## config.mk

```make
export PLATFORM = sky130hd
export DESIGN_NAME = mdc_commutator
export DESIGN_NICKNAME = d
export VERILOG_FILES = /design/src/rtl/mdc_commutator.sv
export SDC_FILE = /design/constraint.sdc
export NUM_CORES = 1
export LEC_CHECK = 0
export BUFFER_PORTS_ARGS = -buffer_cell sky130_fd_sc_hd__buf_2
export CELL_PAD_IN_SITES_DETAIL_PLACEMENT = 1
export CELL_PAD_IN_SITES_GLOBAL_PLACEMENT = 1
export CORE_MARGIN = 2
export CORE_UTILIZATION = 47
export CTS_CLUSTER_SIZE = 30
export DETAILED_ROUTE_END_ITERATION = 10
export PLACE_DENSITY = 0.78
export SYNTH_ARGS = -nofsm -noshare
export SYNTH_HDL_FRONTEND = slang
export SYNTH_SLANG_ARGS = --single-unit
export TNS_END_PERCENT = 100
```

## constraint.sdc

```tcl
create_clock -name CLK -period 1.8 [get_ports CLK]
set_input_delay 0.27 -clock CLK [delete_from_list [all_inputs] [get_ports CLK]]
set_output_delay 0.27 -clock CLK [all_outputs]
set_load 0.05 [all_outputs]
```

## src/rtl/mdc_commutator.sv

```systemverilog
// mdc_commutator: delay-switch-delay commutator for the 32-point MDC FFT.
// Reorders a 4-lane complex stream ({lane3,lane2,lane1,lane0}, nb bits per
// lane) so each butterfly pair sees samples DEPTH apart. Lanes 0/1 are pair A,
// lanes 2/3 are pair B; both pairs share one index counter.
// Optional: define MDC_COMM_BYPASS_EN to add a BYPASS input that routes IR/II
// straight to the output register.

// One pair (upper/lower lane) of the commutator; real and imag travel together
// as a packed {re, im} word.
module mdc_comm_pair #(
    parameter int nb    = 9,
    parameter int DEPTH = 4
) (
    input  logic            CLK,
    input  logic            RST,
    input  logic            adv,
    input  logic            sel,
    input  logic [2*nb-1:0] u,
    input  logic [2*nb-1:0] l,
    output logic [2*nb-1:0] top,
    output logic [2*nb-1:0] bot
);
    logic [DEPTH-1:0][2*nb-1:0] dl_q;
    logic [DEPTH-1:0][2*nb-1:0] dt_q;
    logic [2*nb-1:0]            dl;
    logic [2*nb-1:0]            top_pre;

    assign dl      = dl_q[DEPTH-1];
    assign top_pre = sel ? dl : u;
    assign bot     = sel ? u : dl;
    assign top     = dt_q[DEPTH-1];

    // Two DEPTH-long shift lines: lower input, then switched upper path.
    always_ff @(posedge CLK) begin
        if (!RST) begin
            dl_q <= '0;
            dt_q <= '0;
        end else if (adv) begin
            dl_q[0] <= l;
            dt_q[0] <= top_pre;
            for (int i = 1; i < DEPTH; i++) begin
                dl_q[i] <= dl_q[i-1];
                dt_q[i] <= dt_q[i-1];
            end
        end
    end
endmodule

module mdc_commutator #(
    parameter int nb    = 9,
    parameter int DEPTH = 4
) (
    input  logic          CLK,
    input  logic          RST,
    input  logic          START,
    input  logic          IN_VALID,
`ifdef MDC_COMM_BYPASS_EN
    input  logic          BYPASS,
`endif
    input  logic [nb*4-1:0] IR,
    input  logic [nb*4-1:0] II,
    output logic          OUT_VALID,
    output logic          OUT_START,
    output logic [nb*4-1:0] OR,
    output logic [nb*4-1:0] OI
);
    localparam int LW = $clog2(DEPTH);
    localparam int CW = LW + 1;

    logic [CW-1:0]     cnt_q, cnt_d, idx;
    logic              primed_q, primed_d;
    logic              started_q, started_d;
    logic              pend_q, pend_d;
    logic              ov_q, ov_d;
    logic              os_q, os_d;
    logic [nb*4-1:0]   or_q, or_d;
    logic [nb*4-1:0]   oi_q, oi_d;
    logic              sel;

    logic [1:0][2*nb-1:0] u_w, l_w, top_w, bot_w;

    // A START sample is always index 0 regardless of where cnt stood.
    assign idx = START ? '0 : cnt_q;
    assign sel = idx[LW];

    for (genvar p = 0; p < 2; p++) begin : g_pair
        assign u_w[p] = {IR[(2*p)*nb +: nb],   II[(2*p)*nb +: nb]};
        assign l_w[p] = {IR[(2*p+1)*nb +: nb], II[(2*p+1)*nb +: nb]};
        mdc_comm_pair #(.nb(nb), .DEPTH(DEPTH)) u_pair (
            .CLK (CLK),
            .RST (RST),
            .adv (IN_VALID),
            .sel (sel),
            .u   (u_w[p]),
            .l   (l_w[p]),
            .top (top_w[p]),
            .bot (bot_w[p])
        );
    end

    // Next-state: index counter, priming, start pulse and output word.
    always_comb begin
        cnt_d     = cnt_q;
        primed_d  = primed_q;
        started_d = started_q;
        pend_d    = pend_q;
        ov_d      = 1'b0;
        os_d      = 1'b0;
        or_d      = or_q;
        oi_d      = oi_q;
        if (IN_VALID) begin
            cnt_d = idx + 1'b1;
            if (START) begin
                started_d = 1'b1;
                pend_d    = 1'b1;
                primed_d  = (DEPTH == 1);
            end else if (started_q && idx == CW'(DEPTH - 1)) begin
                primed_d = 1'b1;
            end
            // The START accept itself always carries stale delay-line data.
            ov_d = primed_q & ~START;
            os_d = ov_d & pend_q;
            if (ov_d) pend_d = 1'b0;
            or_d = {bot_w[1][2*nb-1:nb], top_w[1][2*nb-1:nb],
                    bot_w[0][2*nb-1:nb], top_w[0][2*nb-1:nb]};
            oi_d = {bot_w[1][nb-1:0], top_w[1][nb-1:0],
                    bot_w[0][nb-1:0], top_w[0][nb-1:0]};
`ifdef MDC_COMM_BYPASS_EN
            if (BYPASS) begin
                ov_d = 1'b1;
                os_d = START;
                or_d = IR;
                oi_d = II;
            end
`endif
        end
    end

    // State and output registers; reset overrides everything on the same edge.
    always_ff @(posedge CLK) begin
        if (!RST) begin
            cnt_q     <= '0;
            primed_q  <= 1'b0;
            started_q <= 1'b0;
            pend_q    <= 1'b0;
            ov_q      <= 1'b0;
            os_q      <= 1'b0;
            or_q      <= '0;
            oi_q      <= '0;
        end else begin
            cnt_q     <= cnt_d;
            primed_q  <= primed_d;
            started_q <= started_d;
            pend_q    <= pend_d;
            ov_q      <= ov_d;
            os_q      <= os_d;
            or_q      <= or_d;
            oi_q      <= oi_d;
        end
    end

    assign OUT_VALID = ov_q;
    assign OUT_START = os_q;
    assign OR        = or_q;
    assign OI        = oi_q;
endmodule

```

==> summary.md, run 1 <==
| Metric | Value |
|---|---|
| Final Hold Viols | 0 |
| Core Area | 0.0315 sq mm |
| Synth Instances | 1,373 |
| #FFs+latches synth | 368 |
| WL final | 34,400 microns |
| Library cells used by synthesis | 26 |
| Overall power | 0.0182 W |
| Cell Area, Synth | 0.0150 sq mm |
| Fmax | 663 MHz |
| Longest Clk Path Bufs | 3 |
| Kind of critical path | flip-flop to output pin |
| Crit-path cells | buf_2 |
| Final #Nets | 1,593 |
| Slew Viols, Final | 0 |
| TritonCTS clock tree | built |
| Status | finished clean |
| Met2 GRT Util | 0.348 |
| Pwr Density | 1040 mW/mm^2 |
| Top post-synthesis cells by area | dfxtp_1 (49%), mux2i_1 (19%), nor2_1 (7.3%) |
| Least-Margin Pin Slew | 0.442 ns |
| DRC violations left | 0 |
| Hold_ws | 0.0165 ns |
| Setup tns final | 0 ns |
| RSZ-0062 raised after global routing | false |
| Slowest stage delay, CP | 0.42 ns |
| Worst-path clk slew | 0.06 ns |
| Vias in the first global route | 10,800 |
| Boundary Pins | 150 |
| Commonest non-fill, non-tap cell in the layout | dfxtp_1 |
| Final period util | 0.838 |
| Post-synthesis net count | 1,451 |
| Initial antenna violation count | 0 |
| Endpoints failing setup | 0 |
| Share of cells above drive strength 1 | 0.223 |
| Crit-path max FO | 2 |
| Grt peak-use layer | met2 |
| CTS Root Cell | clkbuf_16 |
| DP HPWL | 22,100 microns |
| Leakage | 7.74 nW |
| Sequential fraction of the synthesis area | 0.493 |
| Crit path arrival time | 1.24 ns |
| Syn avg cell area | 10.9 sq um |
| Post-CTS Setup Bufs | 0 |
| Critical path required time | 1.53 ns |
| FP Rows | 65 |
| Starting Density | 0.475 |
| First-pass GRT wire length | 56,300 microns |
| First drt pass iteration count | 6 |
| DRT antenna net count | 0 |
| Min cycle time layout | 1.51 ns |
| Relative slew slack | 0.701 |
| Grt total ovfl | 0 |
| Post-Route Utilization | 0.554 |
| Family with the most delay on the worst path | flip-flops |
| Via count | 10,300 |
| Die area | 0.0333 sq mm |
| CTS Buf Count | 40 |
| Gp weighted congestion | 0.728 |
| Yosys top cell area share | 0.493 |
| WL per Instance | 17.7 microns |
| Synth area leader | dfxtp_1 |
| Setup ws final | 0.291 ns |
| Pin count of the biggest net entering global routing | 57 |
| Die Height | 182 microns |
| Pre-CTS setup slack | 0.272 ns |
| Maxcap violations | 0 |
| Chip width | 182 microns |
| Final clock skew | 0.0129 ns |
| Worst vdd ir | 0.891 mV |
| Crit. End Element | output pin |
| H-tree depth | 2 |
| Clk_lat worst skew | 0.52 ns |
| Sink Count | 368 |
| Via density | 5.29 |
| Gr usage total | 0.206 |
| WP buf/inv | 1 |
| Worst hold path type | primary input to flip-flop |
| Initial drt markers | 454 |
| Number of port buffers | 149 |
| Most frequent cells in the layout | dfxtp_1 (367), nor2_1 (291), mux2i_1 (289) |
| Met1 usage | 0.280 |
| Met3 GRT Util | 0.0289 |
| Synth Warn # | 0 |
| CP startpoint kind | flip-flop |
| Synth-to-layout area growth | 16.6% |
| Crit-path slowest cell | dfxtp_1 |
## worst paths after layout
kind / start / end / slack [ns] / cells past startpoint
max: OI[18]$_SDFFE_PN0P_ / OI[18] / 0.29 / 1
min: II[31] / g_pair[1].u_pair.dl_q[4]$_SDFFE_PN0P_ / 0.02 / 3
max reg2reg: cnt_q[0]$_SDFFE_PN0P_ / cnt_q[2]$_SDFFE_PN0P_ / 0.52 / 4
min reg2reg: started_q$_SDFFE_PN0P_ / started_q$_SDFFE_PN0P_ / 0.47 / 1
## what timing repair did
item | CTS | global route
hold buffers | 21 | 0
resized for setup | 0 | 0
endpoints found under the hold margin | 21 | 0
## flip-flops by register name (all words and copies together) (netlist names)
signal,flops
OI,36
OR,36
OUT_START,1
OUT_VALID,1
cnt_q,3
g_pair.u_pair.dl,36
g_pair.u_pair.dl_q,108
g_pair.u_pair.dt_q,108
g_pair.u_pair.top,36
pend_q,1
primed_q,1
started_q,1
## metrics by stage
stage | cells | instance area (sq um)
global route | 1948 | 17400
global placement | 1854 | 15900
detailed placement | 1854 | 15900
CTS | 1948 | 17400
finish | 1949 | 17400
floorplan | 1373 | 15000
## cell families after synthesis
| family | synth area share |
|---|---|
| simple gates | 0.164 |
| fa+ha+maj | 0.00167 |
| compound gates | 0.0842 |
| flops | 0.493 |
| mux | 0.193 |
| buf+inv | 0.0646 |
## synthesized netlist by cell type
cell type and n:
mux2i_1 289, buf_12 13, a31oi_1 1, dfxtp_1 368, inv_1 1, a211oi_1 11
nor3_1 1, o21ai_0 72, buf_2 22, buf_6 3, nand2b_1 1, ha_1 2
clkbuf_1 58, buf_4 2, a21boi_0 1, a211oi_2 63, nor2b_1 74, and4bb_1 39
buf_8 21, and4b_1 1, nor2_1 291, and4bb_2 16, nor4bb_1 17, o21a_1 2
clkbuf_2 2, and2_1 2
## layout make-up
cell class                 instances  area (sq um)
clock inverter                     8          51.3
multi-input combinational        883          6630
tap                              402           503
clock buffer                      65          1250
fill                            3404         14000
sequential                       368          7370
timing repair buffer             221          1620
antenna                            1          2.50
inverter                           1          11.3
## metal layers
layer  part of all wire  vias to the layer above
met5                  0                        -
met4              0.013                        0
met2               0.47                      156
li1                   -                     5067
met1               0.48                     5062
met3              0.032                       32
## where the power goes
| group | internal, W | switching (W) |
|---|---|---|
| sequential | 0.00842 | 0.000167 |
| clock | 0.00474 | 0.00325 |
| combinational | 0.000678 | 0.000935 |
| total | 0.0138 | 0.00435 |
(Power assumes the default switching activity.)
==> run 2: changes to the inputs <==
- ABC_AREA: unset -> 1
- CORE_UTILIZATION: 47 -> 38
- PLACE_DENSITY: 0.78 -> 0.73
- clock period: 1.8 -> 1.25 ns (I/O delays scaled with it)
==> summary.md, run 2 <==
| Metric | Value |
|---|---|
| EDFF count, synth | 0 |
| Cell Area, Synth | 0.0139 sq mm |
| Pwr Density | 1600 mW/mm^2 |
| Fmax | 805 MHz |
| Vias in the first global route | 13,100 |
| Relative slew slack | 0.694 |
| Top post-synthesis cells by area | dfxtp_1 (53%), nor2_1 (16%), o21ai_0 (10%) |
| Yosys top cell area share | 0.530 |
| FP Rows | 70 |
| H-tree depth | 2 |
| Worst hold path type | primary input to flip-flop |
| Final #Nets | 2,099 |
| Post-synthesis net count | 1,952 |
| Synth-to-layout area growth | 26.5% |
| Synth Area in Adders | 0.00180 |
| WL per Instance | 17.0 microns |
| Worst-path clk slew | 0.07 ns |
| DRT antenna net count | 0 |
| Final period util | 0.994 |
| Crit. End Element | output pin |
| Biggest regs | g_pair.u_pair.dl_q (108), g_pair.u_pair.dt_q (108) |
| CTS Buf Count | 40 |
| Die area | 0.0381 sq mm |
| Gp weighted congestion | 0.817 |
| TritonCTS clock tree | built |
| First-pass GRT wire length | 68,600 microns |
| Grt total ovfl | 0 |
| Setup tns final | 0 ns |
| Final clock skew | 0.0127 ns |
| Antenna Cells | 0 |
| CP startpoint kind | flip-flop |
| Number of port buffers | 149 |
| DP HPWL | 27,000 microns |
| Slew Viols, Final | 0 |
| WL final | 42,800 microns |
| Leakage | 7.99 nW |
| Boundary Pins | 150 |
| Via count | 12,700 |
| Min cycle time layout | 1.24 ns |
| Clk_lat worst skew | 0.53 ns |
| CTS Root Cell | clkbuf_16 |
| Chip width | 195 microns |
| Core Area | 0.0363 sq mm |
| Top FF cell, synth | dfxtp_1 |
| Overall power | 0.0281 W |
| WP buf/inv | 1 |
| Initial drt markers | 623 |
| Status | finished clean |
| Final Hold Viols | 0 |
| #FFs+latches synth | 368 |
| Die Height | 195 microns |
| Endpoints failing setup | 0 |
| Starting Density | 0.383 |
| Post-synthesis mux area share | 0 |
| Commonest non-fill, non-tap cell in the layout | nor2_1 |
| RSZ-0062 raised after global routing | true |
| DRC violations left | 0 |
| Pin count of the biggest net entering global routing | 115 |
| First drt pass iteration count | 5 |
| Maxcap violations | 0 |
| Kind of critical path | flip-flop to output pin |
| Family with the most delay on the worst path | flip-flops |
| Initial antenna violation count | 0 |
| Crit-path cells | buf_8 |
| Post-Route Utilization | 0.485 |
| Crit-path max FO | 2 |
| Share of cells above drive strength 1 | 0.161 |
| Syn avg cell area | 7.41 sq um |
| Compound-Gate Fraction of Synth Area | 0.133 |
| Synth Warn # | 0 |
| Sink Count | 368 |
| Ys async rst share | 0 |
| Synth Instances | 1,874 |
| Synth area leader | dfxtp_1 |
| Most numerous cell in the Yosys netlist | nor2_1 |
| Synth cell count leaders | nor2_1 (579), dfxtp_1 (368), o21ai_0 (291) |
| Via density | 5.04 |
| Least-Margin Pin Slew | 0.460 ns |
| Sequential fraction of the synthesis area | 0.530 |
| Longest Clk Path Bufs | 3 |
| Library cells used by synthesis | 17 |
| Post-Synth XOR/XNOR Area | 0 |
| Slowest stage delay, CP | 0.38 ns |
| Worst vdd ir | 0.949 mV |
| Largest family of logic cells by synthesized area | simple AND/OR/NAND/NOR gates |
| Most frequent cells in the layout | nor2_1 (578), dfxtp_1 (302), o21ai_0 (291) |
| Critical path required time | 1.06 ns |
| Gr usage total | 0.221 |
| Crit-path slowest cell | dfxtp_4 |
| Crit path arrival time | 1.06 ns |
| Synth Area in Simple Gates | 0.250 |
-- run 2: cell count changes in the layout (fill, tap and decap cells not counted), moves of 39 or more --
cell	delta
dfxtp_2	+59
inv_1	+112
o21ai_0	+219
buf_2	-75
dfxtp_1	-65
nand2_1	+148
nor2b_1	-74
a211oi_2	-63
mux2i_1	-289
buf_6	+60
a21oi_1	+78
nor2_1	+287
and4bb_1	-39
nand3_1	+145
-- run 2: per-layer routing --
layer,vias to the layer above,track usage,share of wire
li1,6264,-,-
met1,6133,0.265,0.43
met2,192,0.404,0.51
met3,98,0.0261,0.024
met4,0,0.0817,0.036
met5,-,0,0
-- run 2: repair_timing --
item,4_1_cts,5_1_grt
gates resized for setup,194,45
hold buffers,54,0
buffers inserted,0,2
setup endpoints to repair,74,57
hold endpoints to repair,56,0
cloned,0,0
-- run 2: metrics by stage --
step,instance area (sq um),instances,hold WS (ns),setup WS [ns]
3_5_place_dp,15100,2391,0.418,0.0145
6_report,17600,2517,0.0150,0.00728
2_1_floorplan,13900,1874,0.322,0.148
5_1_grt,17600,2517,0.0218,-0.0162
3_3_place_gp,15100,2391,0.409,0.0406
4_1_cts,17400,2515,0.00149,-0.00108
-- run 2: final cells by class --
class | count | area, sq um
clock buffer | 51 | 1090
clock inverter | 19 | 180
multi-input combinational | 1246 | 5350
timing repair buffer | 250 | 2450
inverter | 115 | 439
tap | 468 | 586
fill | 4438 | 18700
sequential | 368 | 7460
-- run 2: logic make-up after synthesis --
group	Yosys count
flops	368
buf+inv	260
fa+ha+maj	2
simple gates	874
compound gates	370
-- run 2: power by group --
part / internal [W] / switching (W) / leakage (nW) / total (W)
Sequential: 0.0125 / 0.000482 / 3.07 / 0.0130
Combinational: 0.00128 / 0.00219 / 4.29 / 0.00347
Clock: 0.00681 / 0.00483 / 0.638 / 0.0116
-- run 2: final timing paths --
check                    startpoint                                     end  slack (ns)  cells after the start
max reg2reg   cnt_q[0]$_SDFFE_PN0P_                   primed_q$_SDFFE_PN0P_        0.09                      6
max             OI[12]$_SDFFE_PN0P_                                  OI[12]       0.007                      1
min                          IR[25]  g_pair[1].u_pair.dt_q[16]$_SDFFE_PN0P_        0.02                      5
min reg2reg  started_q$_SDFFE_PN0P_                  started_q$_SDFFE_PN0P_        0.46                      2
==> run 3: changes to the inputs <==
- CORE_MARGIN: 2 -> unset
==> summary.md, run 3 (synthesized netlist as in run 2, its figures left out) <==
| Metric | Value |
|---|---|
| Status | finished clean |
| Boundary Pins | 150 |
| Post-Route Utilization | 0.497 |
| DP HPWL | 27,700 microns |
| Chip width | 193 microns |
| Commonest non-fill, non-tap cell in the layout | nor2_1 |
| Maxcap violations | 0 |
| Leakage | 8.10 nW |
| Most frequent cells in the layout | nor2_1 (578), dfxtp_1 (295), o21ai_0 (291) |
| WL final | 42,400 microns |
| Starting Density | 0.389 |
| TritonCTS clock tree | built |
| Via count | 12,700 |
| WP buf/inv | 1 |
| First drt pass iteration count | 6 |
| Crit-path slowest cell | dfxtp_2 |
| Gr usage total | 0.229 |
| Setup tns final | 0 ns |
| Design Area, Final | 0.0178 sq mm |
| Final Hold Viols | 0 |
| CTS Buf Count | 40 |
| Slowest stage delay, CP | 0.37 ns |
| CP startpoint | OI[15]$_SDFFE_PN0P_ |
| Slew Viols, Final | 0 |
| Synth-to-layout area growth | 27.9% |
| Final period util | 0.993 |
| FP Rows | 69 |
| Fillers | 4,345 |
| Number of port buffers | 149 |
| Min-delay src | II[6] |
| WL per Instance | 16.8 microns |
| Met2 GRT Util | 0.410 |
| RSZ-0062 raised after global routing | true |
| Initial drt markers | 563 |
| Worst-path clk slew | 0.06 ns |
| Met3 GRT Util | 0.0315 |
| Worst vdd ir | 1.10 mV |
| Final #Nets | 2,109 |
| Pwr Density | 1580 mW/mm^2 |
| DRT antenna net count | 0 |
| Family with the most delay on the worst path | flip-flops |
| Worst-case reg-to-reg path depth | 5 |
| Crit-path cells | buf_8 |
| Vias in the first global route | 13,200 |
| Fmax | 806 MHz |
| Hold Path Depth | 5 |
| Kind of critical path | flip-flop to output pin |
| Die Height | 193 microns |
| Biggest regs | g_pair.u_pair.dl_q (108), g_pair.u_pair.dt_q (108) |
| Critical path required time | 1.06 ns |
| Grt peak-use layer | met2 |
| Crit. End Element | output pin |
| Share of cells above drive strength 1 | 0.172 |
| CTS Root Cell | clkbuf_16 |
| Grt total ovfl | 0 |
| Switching Share | 0.261 |
| DRC violations left | 0 |
| Endpoints failing setup | 0 |
| H-tree depth | 2 |
| Via density | 5.05 |
| Die area | 0.0373 sq mm |
| Met1 usage | 0.276 |
| Critical Path Stages | 1 |
| Hold_ws | 0.0138 ns |
| Sink Count | 368 |
| Clock share of power | 0.411 |
| P_sw | 0.00732 W |
| R2R Path Start | cnt_q[2]$_SDFFE_PN0P_ |
| Relative slew slack | 0.706 |
| Antenna Cells | 0 |
| Initial antenna violation count | 0 |
| Pint | 0.0208 W |
| Pin count of the biggest net entering global routing | 106 |
| Clk_lat worst skew | 0.53 ns |
| Core Area | 0.0357 sq mm |
| Placed inst area | 0.0153 sq mm |
| Gp weighted congestion | 0.773 |
| Least-Margin Pin Slew | 0.440 ns |
| Power share of the combinational group | 0.125 |
| Crit path arrival time | 1.05 ns |
| CP startpoint kind | flip-flop |
| Final clock skew | 0.0103 ns |
| Min cycle time layout | 1.24 ns |
| Worst hold path type | primary input to flip-flop |
| Crit-path max FO | 2 |
| Longest Clk Path Bufs | 3 |
| First-pass GRT wire length | 68,100 microns |
| Post-CTS Setup Bufs | 0 |
| Sequential Power Share | 0.464 |
## run 3: per-layer routing
layer,wire length (microns),up-vias
li1,-,6273
met1,18000,6153
met2,21700,195
met3,1080,95
met4,1600,0
met5,0,-
## run 3: area by class of cell
| cell class | count | area (sq um) | area share |
|---|---|---|---|
| Multi-Input combinational cell | 1246 | 5350 | 0.301 |
| Clock inverter | 12 | 110 | 0.00620 |
| Inverter | 115 | 439 | 0.0247 |
| Clock buffer | 55 | 1170 | 0.0658 |
| Sequential cell | 368 | 7470 | 0.421 |
| Tap cell | 461 | 577 | 0.0325 |
| Timing Repair Buffer | 260 | 2640 | 0.148 |
## run 3: per-stage QoR
| stage | cells | total power (W) | worst slack [ns] |
|---|---|---|---|
| finish | 2517 | 0.0281 | 0.00912 |
| floorplan | 1874 | 0.0152 | 0.148 |
| global placement | 2403 | 0.0163 | 0.0603 |
| global route | 2517 | 0.0294 | -0.0161 |
| CTS | 2517 | 0.0284 | -0.00723 |
| detailed placement | 2403 | 0.0164 | 0.0122 |
## run 3: worst register-to-register path, stage by stage, from the launching register on
cell	delay (ns)
dfxtp_2	0.39
buf_4	0.30
nand3_1	0.12
nand3_1	0.14
nand2_1	0.08
inv_1	0.06
## run 3: power groups by stage
stage / clock (W) / combinational, W / sequential [W]
after floorplan: 0 / 0.00167 / 0.0135
after global placement: 0 / 0.00311 / 0.0132
after detailed placement: 0 / 0.00318 / 0.0132
after CTS: 0.0119 / 0.00352 / 0.0130
after global routing: 0.0124 / 0.00391 / 0.0131
final: 0.0115 / 0.00353 / 0.0130
## run 3: path summary, 6_finish.rpt
kind,slack (ns),to
setup / recovery,0.009,OI[15]
hold / removal,0.01,g_pair[0].u_pair.dt_q[6]$_SDFFE_PN0P_
hold reg to reg,0.45,g_pair[0].u_pair.dt_q[31]$_SDFFE_PN0P_
setup reg to reg,0.11,g_pair[1].u_pair.dt_q[11]$_SDFFE_PN0P_
## run 3: timing repair
action | CTS | global route
endpoints found under the hold margin | 48 | 0
setup endpoints to repair | 74 | 43
gates resized for setup | 221 | 33
pin swaps | 0 | 0
hold buffers | 47 | 0
